==> config.mk <==
export PLATFORM = sky130hd
export DESIGN_NAME = proc_core_flat
export DESIGN_NICKNAME = d
export VERILOG_FILES = /design/src/rtl/proc_core_if.sv /design/src/rtl/proc_core.sv /design/src/flat_wrapper.sv
export SDC_FILE = /design/constraint.sdc
export NUM_CORES = 1
export LEC_CHECK = 0
export ABC_AREA = 1
export CAP_MARGIN = 20
export CELL_PAD_IN_SITES_DETAIL_PLACEMENT = 1
export CELL_PAD_IN_SITES_GLOBAL_PLACEMENT = 1
export CORE_MARGIN = 2
export CORE_UTILIZATION = 25
export CTS_CLUSTER_SIZE = 30
export DETAILED_ROUTE_END_ITERATION = 16
export PLACE_DENSITY = 0.62
export SETUP_SLACK_MARGIN = 0.15
export SLEW_MARGIN = 20
export SYNTH_ARGS = -nofsm -noshare
export SYNTH_HDL_FRONTEND = slang
export SYNTH_SLANG_ARGS = --single-unit
==> constraint.sdc <==
create_clock -name clk -period 2.45 [get_ports clk]
set_input_delay 0.3675 -clock clk [delete_from_list [all_inputs] [get_ports clk]]
set_output_delay 0.3675 -clock clk [all_outputs]
set_load 0.01 [all_outputs]
==> src/rtl/proc_core_if.sv <==
// Memory bus between proc_core and its zero-wait memory.
interface proc_core_if;
    logic [15:0] address;
    logic [7:0]  rd_data;
    logic [7:0]  wr_data;
    logic        wr_en;
    logic        sync;

    modport master (
        output address,
        output wr_data,
        output wr_en,
        output sync,
        input  rd_data
    );

    modport slave (
        input  address,
        input  wr_data,
        input  wr_en,
        input  sync,
        output rd_data
    );
endinterface

==> src/rtl/proc_core.sv <==
// Minimal 8-bit 6502-style core: reset vector fetch, a small opcode subset,
// one bus cycle per clock against a zero-wait memory.
module proc_core #(
    parameter logic [15:0] RESET_VEC    = 16'hFFFC,
    parameter bit          ILLEGAL_HALT = 1'b1
) (
    input  logic              clk,
    input  logic              reset,
    proc_core_if.master       bus,
    output logic              halted,
    output logic [7:0]        dbg_a,
    output logic [7:0]        dbg_x,
    output logic [7:0]        dbg_y,
    output logic [15:0]       dbg_pc,
    output logic [1:0]        dbg_nz
);

    localparam int unsigned AW = 16;
    localparam int unsigned DW = 8;

    localparam logic [7:0] OP_NOP     = 8'hEA;
    localparam logic [7:0] OP_JMP     = 8'h4C;
    localparam logic [7:0] OP_LDA_IMM = 8'hA9;
    localparam logic [7:0] OP_LDX_IMM = 8'hA2;
    localparam logic [7:0] OP_LDY_IMM = 8'hA0;
    localparam logic [7:0] OP_LDA_ABS = 8'hAD;
    localparam logic [7:0] OP_STA_ABS = 8'h8D;
    localparam logic [7:0] OP_INX     = 8'hE8;
    localparam logic [7:0] OP_INY     = 8'hC8;
    localparam logic [7:0] OP_DEX     = 8'hCA;
    localparam logic [7:0] OP_DEY     = 8'h88;
    localparam logic [7:0] OP_TAX     = 8'hAA;

    typedef enum logic [7:0] {
        S_RESET  = 8'b0000_0001,
        S_VEC_LO = 8'b0000_0010,
        S_VEC_HI = 8'b0000_0100,
        S_FETCH  = 8'b0000_1000,
        S_DECODE = 8'b0001_0000,
        S_ABS_HI = 8'b0010_0000,
        S_MEM    = 8'b0100_0000,
        S_HALT   = 8'b1000_0000
    } state_e;

    state_e          state_q, state_d;
    logic [AW-1:0]   addr_q, addr_d;
    logic [AW-1:0]   pc_q, pc_d;
    logic [DW-1:0]   wdata_q, wdata_d;
    logic            wen_q, wen_d;
    logic [DW-1:0]   a_q, a_d;
    logic [DW-1:0]   x_q, x_d;
    logic [DW-1:0]   y_q, y_d;
    logic [DW-1:0]   ir_q, ir_d;
    logic [DW-1:0]   opl_q, opl_d;
    logic            n_q, n_d;
    logic            z_q, z_d;
    logic [DW-1:0]   res;
    logic            set_nz;

    // Opcodes this core implements; anything else is illegal.
    function automatic logic is_supported(input logic [7:0] op);
        case (op)
            OP_NOP, OP_JMP, OP_LDA_IMM, OP_LDX_IMM, OP_LDY_IMM,
            OP_LDA_ABS, OP_STA_ABS, OP_INX, OP_INY, OP_DEX,
            OP_DEY, OP_TAX: is_supported = 1'b1;
            default:        is_supported = 1'b0;
        endcase
    endfunction

    // Next-state, datapath and bus outputs for the current cycle.
    always_comb begin
        state_d = state_q;
        addr_d  = addr_q;
        pc_d    = pc_q;
        wdata_d = wdata_q;
        wen_d   = 1'b0;
        a_d     = a_q;
        x_d     = x_q;
        y_d     = y_q;
        ir_d    = ir_q;
        opl_d   = opl_q;
        n_d     = n_q;
        z_d     = z_q;
        res     = '0;
        set_nz  = 1'b0;

        unique case (state_q)
            S_RESET: begin
                addr_d  = RESET_VEC;
                state_d = S_VEC_LO;
            end
            S_VEC_LO: begin
                pc_d    = {pc_q[15:8], bus.rd_data};
                addr_d  = RESET_VEC + 16'd1;
                state_d = S_VEC_HI;
            end
            S_VEC_HI: begin
                pc_d    = {bus.rd_data, pc_q[7:0]};
                addr_d  = {bus.rd_data, pc_q[7:0]};
                state_d = S_FETCH;
            end
            S_FETCH: begin
                ir_d   = bus.rd_data;
                pc_d   = pc_q + 16'd1;
                addr_d = pc_q + 16'd1;
                if (ILLEGAL_HALT && !is_supported(bus.rd_data)) begin
                    state_d = S_HALT;
                end else begin
                    state_d = S_DECODE;
                end
            end
            S_DECODE: begin
                state_d = S_FETCH;
                case (ir_q)
                    OP_LDA_IMM: begin
                        a_d    = bus.rd_data;
                        res    = bus.rd_data;
                        set_nz = 1'b1;
                        pc_d   = pc_q + 16'd1;
                        addr_d = pc_q + 16'd1;
                    end
                    OP_LDX_IMM: begin
                        x_d    = bus.rd_data;
                        res    = bus.rd_data;
                        set_nz = 1'b1;
                        pc_d   = pc_q + 16'd1;
                        addr_d = pc_q + 16'd1;
                    end
                    OP_LDY_IMM: begin
                        y_d    = bus.rd_data;
                        res    = bus.rd_data;
                        set_nz = 1'b1;
                        pc_d   = pc_q + 16'd1;
                        addr_d = pc_q + 16'd1;
                    end
                    OP_JMP, OP_LDA_ABS, OP_STA_ABS: begin
                        opl_d   = bus.rd_data;
                        pc_d    = pc_q + 16'd1;
                        addr_d  = pc_q + 16'd1;
                        state_d = S_ABS_HI;
                    end
                    OP_INX: begin
                        x_d    = x_q + 8'd1;
                        res    = x_d;
                        set_nz = 1'b1;
                    end
                    OP_INY: begin
                        y_d    = y_q + 8'd1;
                        res    = y_d;
                        set_nz = 1'b1;
                    end
                    OP_DEX: begin
                        x_d    = x_q - 8'd1;
                        res    = x_d;
                        set_nz = 1'b1;
                    end
                    OP_DEY: begin
                        y_d    = y_q - 8'd1;
                        res    = y_d;
                        set_nz = 1'b1;
                    end
                    OP_TAX: begin
                        x_d    = a_q;
                        res    = a_q;
                        set_nz = 1'b1;
                    end
                    // NOP, and illegal opcodes when they are not halting
                    default: begin
                    end
                endcase
            end
            S_ABS_HI: begin
                if (ir_q == OP_JMP) begin
                    pc_d    = {bus.rd_data, opl_q};
                    addr_d  = {bus.rd_data, opl_q};
                    state_d = S_FETCH;
                end else begin
                    pc_d    = pc_q + 16'd1;
                    addr_d  = {bus.rd_data, opl_q};
                    state_d = S_MEM;
                    if (ir_q == OP_STA_ABS) begin
                        wen_d   = 1'b1;
                        wdata_d = a_q;
                    end
                end
            end
            S_MEM: begin
                if (ir_q == OP_LDA_ABS) begin
                    a_d    = bus.rd_data;
                    res    = bus.rd_data;
                    set_nz = 1'b1;
                end
                addr_d  = pc_q;
                state_d = S_FETCH;
            end
            S_HALT: begin
            end
            default: begin
                state_d = S_RESET;
            end
        endcase

        if (set_nz) begin
            n_d = res[7];
            z_d = (res == 8'h00);
        end
    end

    // State and datapath registers; reset overrides any in-flight access.
    always_ff @(posedge clk) begin
        if (reset) begin
            state_q <= S_RESET;
            addr_q  <= '0;
            pc_q    <= '0;
            wdata_q <= '0;
            wen_q   <= 1'b0;
            a_q     <= '0;
            x_q     <= '0;
            y_q     <= '0;
            ir_q    <= '0;
            opl_q   <= '0;
            n_q     <= 1'b0;
            z_q     <= 1'b0;
        end else begin
            state_q <= state_d;
            addr_q  <= addr_d;
            pc_q    <= pc_d;
            wdata_q <= wdata_d;
            wen_q   <= wen_d;
            a_q     <= a_d;
            x_q     <= x_d;
            y_q     <= y_d;
            ir_q    <= ir_d;
            opl_q   <= opl_d;
            n_q     <= n_d;
            z_q     <= z_d;
        end
    end

    assign bus.address = addr_q;
    assign bus.wr_data = wdata_q;
    assign bus.wr_en   = wen_q;
    assign bus.sync    = (state_q == S_FETCH);
    assign halted      = (state_q == S_HALT);
    assign dbg_a       = a_q;
    assign dbg_x       = x_q;
    assign dbg_y       = y_q;
    assign dbg_pc      = pc_q;
    assign dbg_nz      = {n_q, z_q};

endmodule

==> src/flat_wrapper.sv <==
// flat-port wrapper written by rule: the top's interface ports become plain ports
module proc_core_flat 
#(
    parameter logic [15:0] RESET_VEC    = 16'hFFFC,
    parameter bit          ILLEGAL_HALT = 1'b1
)
  (clk, reset, halted, dbg_a, dbg_x, dbg_y, dbg_pc, dbg_nz, bus_address, bus_wr_data, bus_wr_en, bus_sync, bus_rd_data);
  proc_core_if bus_i ();
  input  logic clk;
  input  logic reset;
  output logic halted;
  output logic [7:0] dbg_a;
  output logic [7:0] dbg_x;
  output logic [7:0] dbg_y;
  output logic [15:0] dbg_pc;
  output logic [1:0] dbg_nz;
  output wire logic [$bits(bus_i.address)-1:0] bus_address;
  output wire logic [$bits(bus_i.wr_data)-1:0] bus_wr_data;
  output wire logic [$bits(bus_i.wr_en)-1:0] bus_wr_en;
  output wire logic [$bits(bus_i.sync)-1:0] bus_sync;
  input wire logic [$bits(bus_i.rd_data)-1:0] bus_rd_data;
  assign bus_address = bus_i.address;
  assign bus_wr_data = bus_i.wr_data;
  assign bus_wr_en = bus_i.wr_en;
  assign bus_sync = bus_i.sync;
  assign bus_i.rd_data = bus_rd_data;
  proc_core #(.RESET_VEC(RESET_VEC), .ILLEGAL_HALT(ILLEGAL_HALT)) u_core (.clk(clk), .reset(reset), .bus(bus_i), .halted(halted), .dbg_a(dbg_a), .dbg_x(dbg_x), .dbg_y(dbg_y), .dbg_pc(dbg_pc), .dbg_nz(dbg_nz));
endmodule
==> metrics.txt, run 1 <==
# fillers=about 2900; Setup CP Type=flop to output pin; reg2reg end=u_core.dbg_pc[4]$_SDFFE_PP0P_; FF-to-FF path depth=10; worst-path cell chain=nor2_4 > nand2_2 > inv_2 > nand4_4 > inv_2 > clkdlybuf4s50_1; Clock Sinks=~90; mapped cell area=roughly 5800 µm²; largest delay contributor family on the critical path=buffers and inverters; Cells after Synth=871; die width=between 150 and 200 µm; Die Y=~160 µm; Starting Density=0.254; hold crit path type=flop to flop; hold_buf cts=0; Multi-input gate area=3370 µm²; post-DP HPWL=between 15000 and 20000 µm; MaxCap Viol Count=0; power share of the clock group=0.410; pin count of the biggest net entering global routing=69; Via-to-Cell Ratio=between 5 and 6; post-route minimum period=2.20 ns; CP Data Arrival Time=~1.8 ns; post-route clock period utilization=0.898; initial antenna violation count=0; sequential power share=0.451; Congestion Overflow GR=0; worst r2r src=u_core.state_q[3]$_SDFFE_PP0N_; Total Neg Setup Slack=0 ns; GP Congestion=0.862; yosys warns=0; count of state elements after synthesis=91; H-tree levels=3; Min-Delay Path Depth=2; final slew viol count=0; dpl ws=between 0.2 and 0.25 ns; Worst Setup End Kind=output pin; Peak supply drop=0.291 mV; critical path's slowest cell=clkdlybuf4s50_1; clk buf depth=2; Hold Vio Cnt, Final=0; Internal=between 2 and 3 mW; final setup fails=0; CTS tree=yes; Area Growth Syn to Fin=26.0%; Detailed Routing Iterations Pass 1=5; number of synthesized flops with an enable pin=0; predominant post-synthesis flop cell=dfxtp_1; max_slew headroom=0.652; Hold Path End=u_core.bus.wr_data[5]$_SDFFE_PP0P_; CP startpoint kind=flop; number of diodes=0; final WL=about 23000 µm; Power Density=slightly below 500 nW/µm²; R2R Setup Slk=0.29 ns; CTS clk-pin slew, worst paths=0.07 ns; drt drc=0; combinational group share of total power=0.139; Bufs and invs on worst path=3; DR WL/cell=between 15 and 20 µm; Clock Root Buffer=clkbuf_16; Worst path max stage delay=approximately 0.53 ns; vias in the first global route=6202; Async S/R FF share, synth=0; die area=between 20000 and 25000 µm²; post-layout net count=973; total leakage power=approximately 3.0 nW; critical path fanouts, max=3; via count=between 6000 and 7000; top achievable clock speed=between 400 and 500 MHz; area leader, netlist=dfxtp_1; sequential cell area=1820 µm²; Clock Latency Late Sink=0.36 ns; Area contributors post-synth=dfxtp_1, nand2_1, o21ai_0, a21oi_1, nor2_1; syn nets=about 890; final instance area=between 7000 and 8000 µm²; NetSw=between 0.9 and 1 mW; I/O Pins=79; Top cell by count, worst path=inv_2; Post-Syn Area per Cell=approximately 6.6 µm²; IO buf count=78; hold path startpoint=u_core.bus.wr_data[5]$_SDFFE_PP0P_; total track usage=0.189; RSZ-0062 raised after global routing=true; DRT antenna net count=0; post-synthesis sequential area ratio=0.316; layout cells sized above 1=0.113; Area after DPL=about 7000 µm²; synth unique cells=between 40 and 50; Core Box Area=between 20000 and 25000 µm²; Clock Skew=between 0.01 and 0.015 ns; first-pass GRT wire length=35300 µm; cts bufs inserted=9; required time of the critical path=between 2 and 2.5 ns; Slew @ Worst Pin=about 0.52 ns; outcome=completed; setup ws final=~0.25 ns; Net Sw Frac=0.275; row count=55; post-synth top area share=0.316; initial drt markers=394
==> kinds of logic after synthesis <==
kind of cell,share of synthesized area
AND/OR/NAND/NOR,0.360
AO/OA/AOI/OAI,0.204
buffers and inverters,0.0995
flip-flops,0.316
XOR/XNOR,0.00913
adder cells (fa/ha/maj),0.0109
==> cell usage after synthesis, drive strengths merged, types with 3 or more instances <==
| cell | count |
|---|---|
| nand2 | 175 |
| nor2 | 108 |
| o21ai | 108 |
| inv | 101 |
| dfxtp | 91 |
| a21oi | 84 |
| nand3 | 74 |
| nor3 | 33 |
| nand4 | 19 |
| clkbuf | 16 |
| buf | 14 |
| o22ai | 9 |
| o211ai | 8 |
| ha | 5 |
| xor2 | 5 |
| a22oi | 4 |
| nor4 | 4 |
| a211oi | 3 |
| a31oi | 3 |
| clkinv | 3 |
==> power groups by stage <==
| stage | Combinational [mW] | Clock (mW) | Sequential [mW] |
|---|---|---|---|
| 2_1_floorplan | 0.230 | 0 | 1.65 |
| 3_3_place_gp | 0.493 | 0 | 1.64 |
| 3_5_place_dp | 0.496 | 0 | 1.63 |
| 4_1_cts | 0.499 | 1.50 | 1.60 |
| 5_1_grt | 0.541 | 1.55 | 1.61 |
| 6_report | 0.494 | 1.46 | 1.60 |
==> cell usage in the layout (no fill, tap or decap), types with 3 or more instances in the layout <==
cell type	count
a211oi_1	3
a21oi_1	84
a22oi_1	4
a31oi_1	3
buf_4	27
clkbuf_16	9
clkdlybuf4s50_1	77
clkinv_2	4
dfxtp_1	90
ha_1	5
inv_1	83
inv_2	16
nand2_1	163
nand2_2	8
nand2_4	3
nand3_1	68
nand3_2	3
nand3_4	3
nand4_1	14
nand4_4	5
nor2_1	97
nor2_4	7
nor3_1	27
nor3_2	4
nor4_1	3
o211ai_1	8
o21ai_0	86
o21ai_1	18
o21ai_2	4
o22ai_1	9
xor2_1	5
==> state kept, by name, indices dropped and copies added (netlist names) <==
name and cells:
u_core.bus.address 16, u_core.bus.wr_data 8, u_core.bus.wr_en 1, u_core.dbg_a 8, u_core.dbg_pc 16, u_core.dbg_x 8
u_core.dbg_y 8, u_core.ir_q 8, u_core.n_q 1, u_core.opl_q 8, u_core.state_q 8, u_core.z_q 1
==> worst max path at each step <==
stage	cells past startpoint	to	startpoint	slack (ns)
6_report	6	bus_sync	u_core.state_q[6]$_SDFFE_PP0N_	0.25
4_1_cts	4	halted	u_core.state_q[4]$_SDFFE_PP0N_	0.18
2_1_floorplan	10	u_core.bus.address[8]$_SDFFE_PP0P_	u_core.dbg_pc[0]$_SDFFE_PP0P_	0.71
3_3_place_gp	10	u_core.dbg_pc[8]$_SDFFE_PP0P_	u_core.dbg_pc[0]$_SDFFE_PP0P_	0.28
3_5_place_dp	10	u_core.bus.address[8]$_SDFFE_PP0P_	u_core.dbg_pc[0]$_SDFFE_PP0P_	0.22
5_1_grt	11	u_core.bus.address[14]$_SDFFE_PP0P_	u_core.state_q[3]$_SDFFE_PP0N_	0.13
==> tightest hold or removal path, stage by stage (launching register included) <==
cell	delay (ns)
dfxtp_1	0.31
inv_1	0.04
a21oi_1	0.05
==> metal layers <==
layer | global-route usage | wire length (µm) | part of all wire | vias up
li1 | - | - | - | 3093
met1 | 0.244 | 10400 | 0.46 | 3023
met2 | 0.327 | 11100 | 0.49 | 129
met3 | 0.0292 | 839 | 0.037 | 25
met4 | 0.0511 | 440 | 0.019 | 0
met5 | 0 | 0 | 0 | -
==> what timing repair did <==
item                       4_1_cts  5_1_grt
buffers inserted                 1        1
pin swaps                        1        1
cloned                           0        0
resized for setup                2        5
setup endpoints to repair        2        9
==> cell type report <==
type,instances,area share
Timing Repair Buffer,106,0.139
Tap cell,285,0.0492
Multi-Input combinational cell,646,0.464
Clock buffer,10,0.0329
Sequential cell,91,0.251
Inverter,104,0.0545
Clock inverter,6,0.00897
==> stage by stage <==
stage	util	std cells	power [mW]	hold WS, ns
6_report	0.320	1248	3.55	0.444
5_1_grt	0.320	1248	3.70	0.474
4_1_cts	0.320	1247	3.60	0.449
3_5_place_dp	0.306	1230	2.13	0.439
2_1_floorplan	-	871	1.88	0.437
3_3_place_gp	0.306	1230	2.13	0.434
Note: power is estimated with default switching activity, not from simulation.
==> inputs of run 2 (changes only) <==
- CORE_ASPECT_RATIO: default -> 2
==> metrics.txt, run 2 (synthesized netlist as in run 1, its figures left out) <==
FF-to-FF path depth=11; Clock Latency Late Sink=approximately 0.37 ns; CP startpoint kind=flop; clk buf depth=2; RSZ-0062 raised after global routing=false; initial antenna violation count=0; max_slew headroom=0.667; final setup fails=0; Clock Sinks=91; NetSw=between 1 and 1.5 mW; row count=78; Starting Density=0.254; IO buf count=between 70 and 80; post-layout net count=around 990; Congestion Overflow GR=0; first-pass GRT wire length=37300 µm; initial drt markers=200; setup ws final=0.285 ns; Peak supply drop=roughly 0.34 mV; MaxCap Viol Count=0; CTS tree=yes; R2R Setup Slk=between 0.3 and 0.4 ns; total track usage=0.203; hold_buf cts=0; DR WL/cell=between 15 and 20 µm; Clock Skew=roughly 0.009 ns; die area=about 24000 µm²; layout cells sized above 1=0.129; Worst Setup End Kind=output pin; hold path startpoint=u_core.bus.wr_data[7]$_SDFFE_PP0P_; Slew @ Worst Pin=around 0.50 ns; worst r2r src=u_core.ir_q[0]$_SDFFE_PP0P_; post-route minimum period=between 2 and 2.5 ns; commonest cells after routing, fill and taps aside=nand2_1, nor2_1, dfxtp_1; pin count of the biggest net entering global routing=between 60 and 70; hold crit path type=flop to flop; post-layout util=0.330; outcome=completed; post-route clock period utilization=0.884; Net Sw Frac=0.272; Power Density=510 nW/µm²; Die Y=approximately 220 µm; final WL=~25000 µm; number of diodes=0; dpl ws=~0.15 ns; Hold Vio Cnt, Final=0; commonest non-fill, non-tap cell in the layout=nand2_1; DRT antenna net count=0; reg2reg end=u_core.bus.address[1]$_SDFFE_PP0P_; via count=around 6300; top achievable clock speed=approximately 460 MHz; final slew viol count=0; combinational group share of total power=0.137; CTS clk-pin slew, worst paths=about 0.070 ns; drt drc=0; CP Data Arrival Time=1.80 ns; sequential power share=0.419; Core Box Area=22600 µm²; Detailed Routing Iterations Pass 1=4; Setup CP Type=flop to output pin; Area Growth Syn to Fin=29.6%; Via-to-Cell Ratio=5.04; GP Congestion=~0.9; required time of the critical path=2.08 ns; critical path fanouts, max=3; Fin Hold WS=approximately 0.45 ns; H-tree levels=3; die width=between 100 and 150 µm; I/O Pins=just under 80; # fillers=approximately 2900; Min-Delay Path Depth=2; Hold Path End=u_core.bus.wr_data[7]$_SDFFE_PP0P_; vias in the first global route=between 6000 and 7000; power share of the clock group=0.444; post-DP HPWL=between 15000 and 20000 µm; Total Neg Setup Slack=0 ns; Power, Total=about 3.8 mW; total leakage power=between 3 and 4 nW; Internal=roughly 2.8 mW; cts bufs inserted=9; Clock Root Buffer=clkbuf_16
[run 2: changes by cell type in the layout (fill, tap and decap cells not counted), moves of 2 or more]
cell,delta
buf_4,+14
buf_12,+2
o21ai_0,+2
clkinv_2,-2
bufinv_16,+2
o21ai_1,-2
[run 2: critical path, cell delays in order (launching register included)]
cell	delay [ns]
dfxtp_1	0.37
nor2_4	0.14
nand2_2	0.09
inv_2	0.10
nand4_4	0.10
inv_2	0.10
clkdlybuf4s50_1	0.53
[run 2: layout make-up]
type	instances	area (µm²)	share of cell area
clock inverters	7	125	0.0168
clock buffers	9	225	0.0302
well taps	280	350	0.0469
repair buffers	122	1150	0.154
multi-input cells	646	3390	0.454
flip-flops and latches	91	1820	0.244
inverters	104	399	0.0535
[run 2: how the worst max path moves through the flow]
stage | slack, ns | to | startpoint
6_report | 0.28 | bus_sync | u_core.state_q[4]$_SDFFE_PP0N_
4_1_cts | 0.14 | u_core.bus.address[1]$_SDFFE_PP0P_ | u_core.state_q[3]$_SDFFE_PP0N_
2_1_floorplan | 0.71 | u_core.bus.address[8]$_SDFFE_PP0P_ | u_core.dbg_pc[0]$_SDFFE_PP0P_
3_3_place_gp | 0.17 | u_core.bus.address[1]$_SDFFE_PP0P_ | u_core.state_q[3]$_SDFFE_PP0N_
5_1_grt | 0.16 | u_core.dbg_y[0]$_SDFFE_PP0P_ | u_core.ir_q[6]$_SDFFE_PP0P_
3_5_place_dp | 0.15 | u_core.z_q$_SDFFE_PP0P_ | bus_rd_data[4]
[run 2: repair_timing]
item | CTS | global route
pin swaps | 1 | 5
setup buffers | 1 | 11
endpoints found under the setup margin | 2 | 20
gates resized for setup | 2 | 7
hold endpoints to repair | 0 | 0
[run 2: power by group through the flow]
stage          combinational [mW]  sequential [mW]  clock [mW]
6_report                    0.521             1.60        1.69
5_1_grt                     0.569             1.60        1.79
4_1_cts                     0.512             1.60        1.73
3_5_place_dp                0.508             1.63           0
3_3_place_gp                0.503             1.63           0
2_1_floorplan               0.230             1.65           0
[run 2: stage by stage]
| step | instance area [µm²] | cells |
|---|---|---|
| after global routing | 7460 | 1259 |
| after CTS | 7330 | 1248 |
| final | 7460 | 1259 |
| after global placement | 6960 | 1231 |
| after floorplan | 5760 | 871 |
| after detailed placement | 6960 | 1231 |
[run 2: layer usage]
metal	track usage	part of all wire	wire length, µm
met1	0.182	0.34	8260
met2	0.413	0.58	14400
met3	0.0275	0.028	679
met4	0.126	0.055	1350
met5	0	0	0
==> inputs of run 3 (changes only) <==
- SETUP_SLACK_MARGIN: 0.15 -> default
==> metrics.txt, run 3 (synthesized netlist as in run 1, its figures left out) <==
outcome=completed; hold_buf cts=0; MaxCap Viol Count=0; combinational group share of total power=0.133; Net Sw Frac=0.272; worst-path cell chain=nor2_4 > nand2_2 > inv_2 > nand4_4 > inv_1 > clkdlybuf4s50_1; Fin Hold WS=0.449 ns; first-pass GRT wire length=around 37000 µm; Starting Density=0.254; Hold Vio Cnt, Final=0; Hold Path End=u_core.bus.wr_data[7]$_SDFFE_PP0P_; post-route clock period utilization=0.951; Finished Layout Cells=approximately 1200; cts bufs inserted=9; CTS tree=yes; final WL=~24000 µm; power share of the clock group=0.446; row count=78; Min-Delay Path Depth=2; via count=between 6000 and 7000; commonest cells after routing, fill and taps aside=nand2_1, nor2_1, dfxtp_1; required time of the critical path=between 2 and 2.5 ns; CP startpoint kind=flop; Bufs and invs on worst path=3; commonest non-fill, non-tap cell in the layout=nand2_1; initial antenna violation count=0; Power Density=slightly above 500 nW/µm²; final setup fails=0; Inst Count DP=between 1000 and 1500; number of diodes=0; post-layout net count=between 900 and 1000; top achievable clock speed=429 MHz; CTS clk-pin slew, worst paths=roughly 0.07 ns; Core Box Area=between 20000 and 25000 µm²; Worst Setup End Kind=output pin; Clock Root Buffer=clkbuf_16; Via-to-Cell Ratio=5.03; IO buf count=slightly below 80; sequential power share=0.421; max_slew headroom=0.656; DRT antenna net count=0; total track usage=0.202; Worst path max stage delay=around 0.55 ns; H-tree levels=3; Area Growth Syn to Fin=27.1%; Detailed Routing Iterations Pass 1=4; total leakage power=3.02 nW; pin count of the biggest net entering global routing=69; die area=24300 µm²; hold path startpoint=u_core.bus.wr_data[7]$_SDFFE_PP0P_; Clock Latency Late Sink=roughly 0.37 ns; NetSw=approximately 1.0 mW; hold crit path type=flop to flop; post-route minimum period=2.33 ns; layout cells sized above 1=0.115; die width=roughly 110 µm; CP Data Arrival Time=1.96 ns; clk buf depth=2; DR WL/cell=just under 20 µm; final slew viol count=0; Slew @ Worst Pin=roughly 0.51 ns; Peak supply drop=~0.33 mV; critical path fanouts, max=5; drt drc=0; initial drt markers=slightly below 200; Setup CP Type=flop to output pin; R2R Setup Slk=about 0.18 ns; post-DP HPWL=~19000 µm; GP Congestion=a little under 0.9; reg2reg end=u_core.bus.address[1]$_SDFFE_PP0P_; Congestion Overflow GR=0; Post-CTS Setup Bufs=0; RSZ-0062 raised after global routing=true; Clock Skew=just under 0.01 ns; Die Y=219 µm; I/O Pins=just under 80; Internal=2.76 mW; vias in the first global route=6637; Clock Sinks=a little over 90; critical path's slowest cell=clkdlybuf4s50_1; largest delay contributor family on the critical path=buffers and inverters; post-cts resize count=0; FF-to-FF path depth=10; worst r2r src=u_core.state_q[3]$_SDFFE_PP0N_
[run 3: cell count changes in the layout (fill, tap and decap cells not counted), sizes merged]
cell / previous run / this run
clkinvlp: 1 / 0
inv: 101 / 102
buf: 44 / 32
dlymetal6s2s: 1 / 0
clkdlybuf4s50: 77 / 78
[run 3: cell type report]
cell class	instances	area (µm²)
fillers	2887	15300
inverters	104	395
repair buffers	110	1030
clock buffers	9	225
clock inverters	7	125
flip-flops and latches	91	1820
well taps	280	350
multi-input cells	646	3370
[run 3: worst register-to-register path, cell delays in order, from the launching register on]
cell and delay, ns:
dfxtp_1 0.35, nor2_1 0.19, nand2_1 0.13, inv_2 0.14, nand4_4 0.19, nand2_4 0.29, inv_2 0.16, nand4_4 0.26
nand2_1 0.20, o21ai_0 0.20, nor2_1 0.05
[run 3: worst max-delay path by stage]
stage / from / end / slack (ns) / cells after the start
after global routing: u_core.state_q[3]$_SDFFE_PP0N_ / u_core.bus.address[1]$_SDFFE_PP0P_ / -0.02 / 10
final: u_core.state_q[6]$_SDFFE_PP0N_ / bus_sync / 0.12 / 6
after global placement: u_core.state_q[3]$_SDFFE_PP0N_ / u_core.bus.address[1]$_SDFFE_PP0P_ / 0.17 / 10
after floorplan: u_core.dbg_pc[0]$_SDFFE_PP0P_ / u_core.bus.address[8]$_SDFFE_PP0P_ / 0.71 / 10
after CTS: u_core.state_q[3]$_SDFFE_PP0N_ / halted / 0.08 / 4
after detailed placement: bus_rd_data[4] / u_core.z_q$_SDFFE_PP0P_ / 0.15 / 9
[run 3: per-stage QoR]
step	setup TNS (ns)	util	setup WS [ns]	total power, mW	area, µm²
after CTS	0	0.323	0.0802	3.84	7310
final	0	0.323	0.119	3.79	7320
after detailed placement	0	0.308	0.151	2.14	6960
after global routing	-0.0176	0.323	-0.0176	3.94	7320
after floorplan	0	-	0.714	1.88	5760
after global placement	0	0.308	0.167	2.14	6960
[run 3: metal layers]
metal	part of all wire	global-route usage
met5	0	0
met4	0.056	0.126
met3	0.024	0.0275
met2	0.58	0.412
met1	0.34	0.182
[run 3: power by group through the flow]
stage | combinational (mW) | clock, mW | sequential, mW
6_report | 0.504 | 1.69 | 1.60
5_1_grt | 0.552 | 1.79 | 1.60
4_1_cts | 0.512 | 1.73 | 1.60
3_5_place_dp | 0.508 | 0 | 1.63
3_3_place_gp | 0.503 | 0 | 1.63
2_1_floorplan | 0.230 | 0 | 1.65
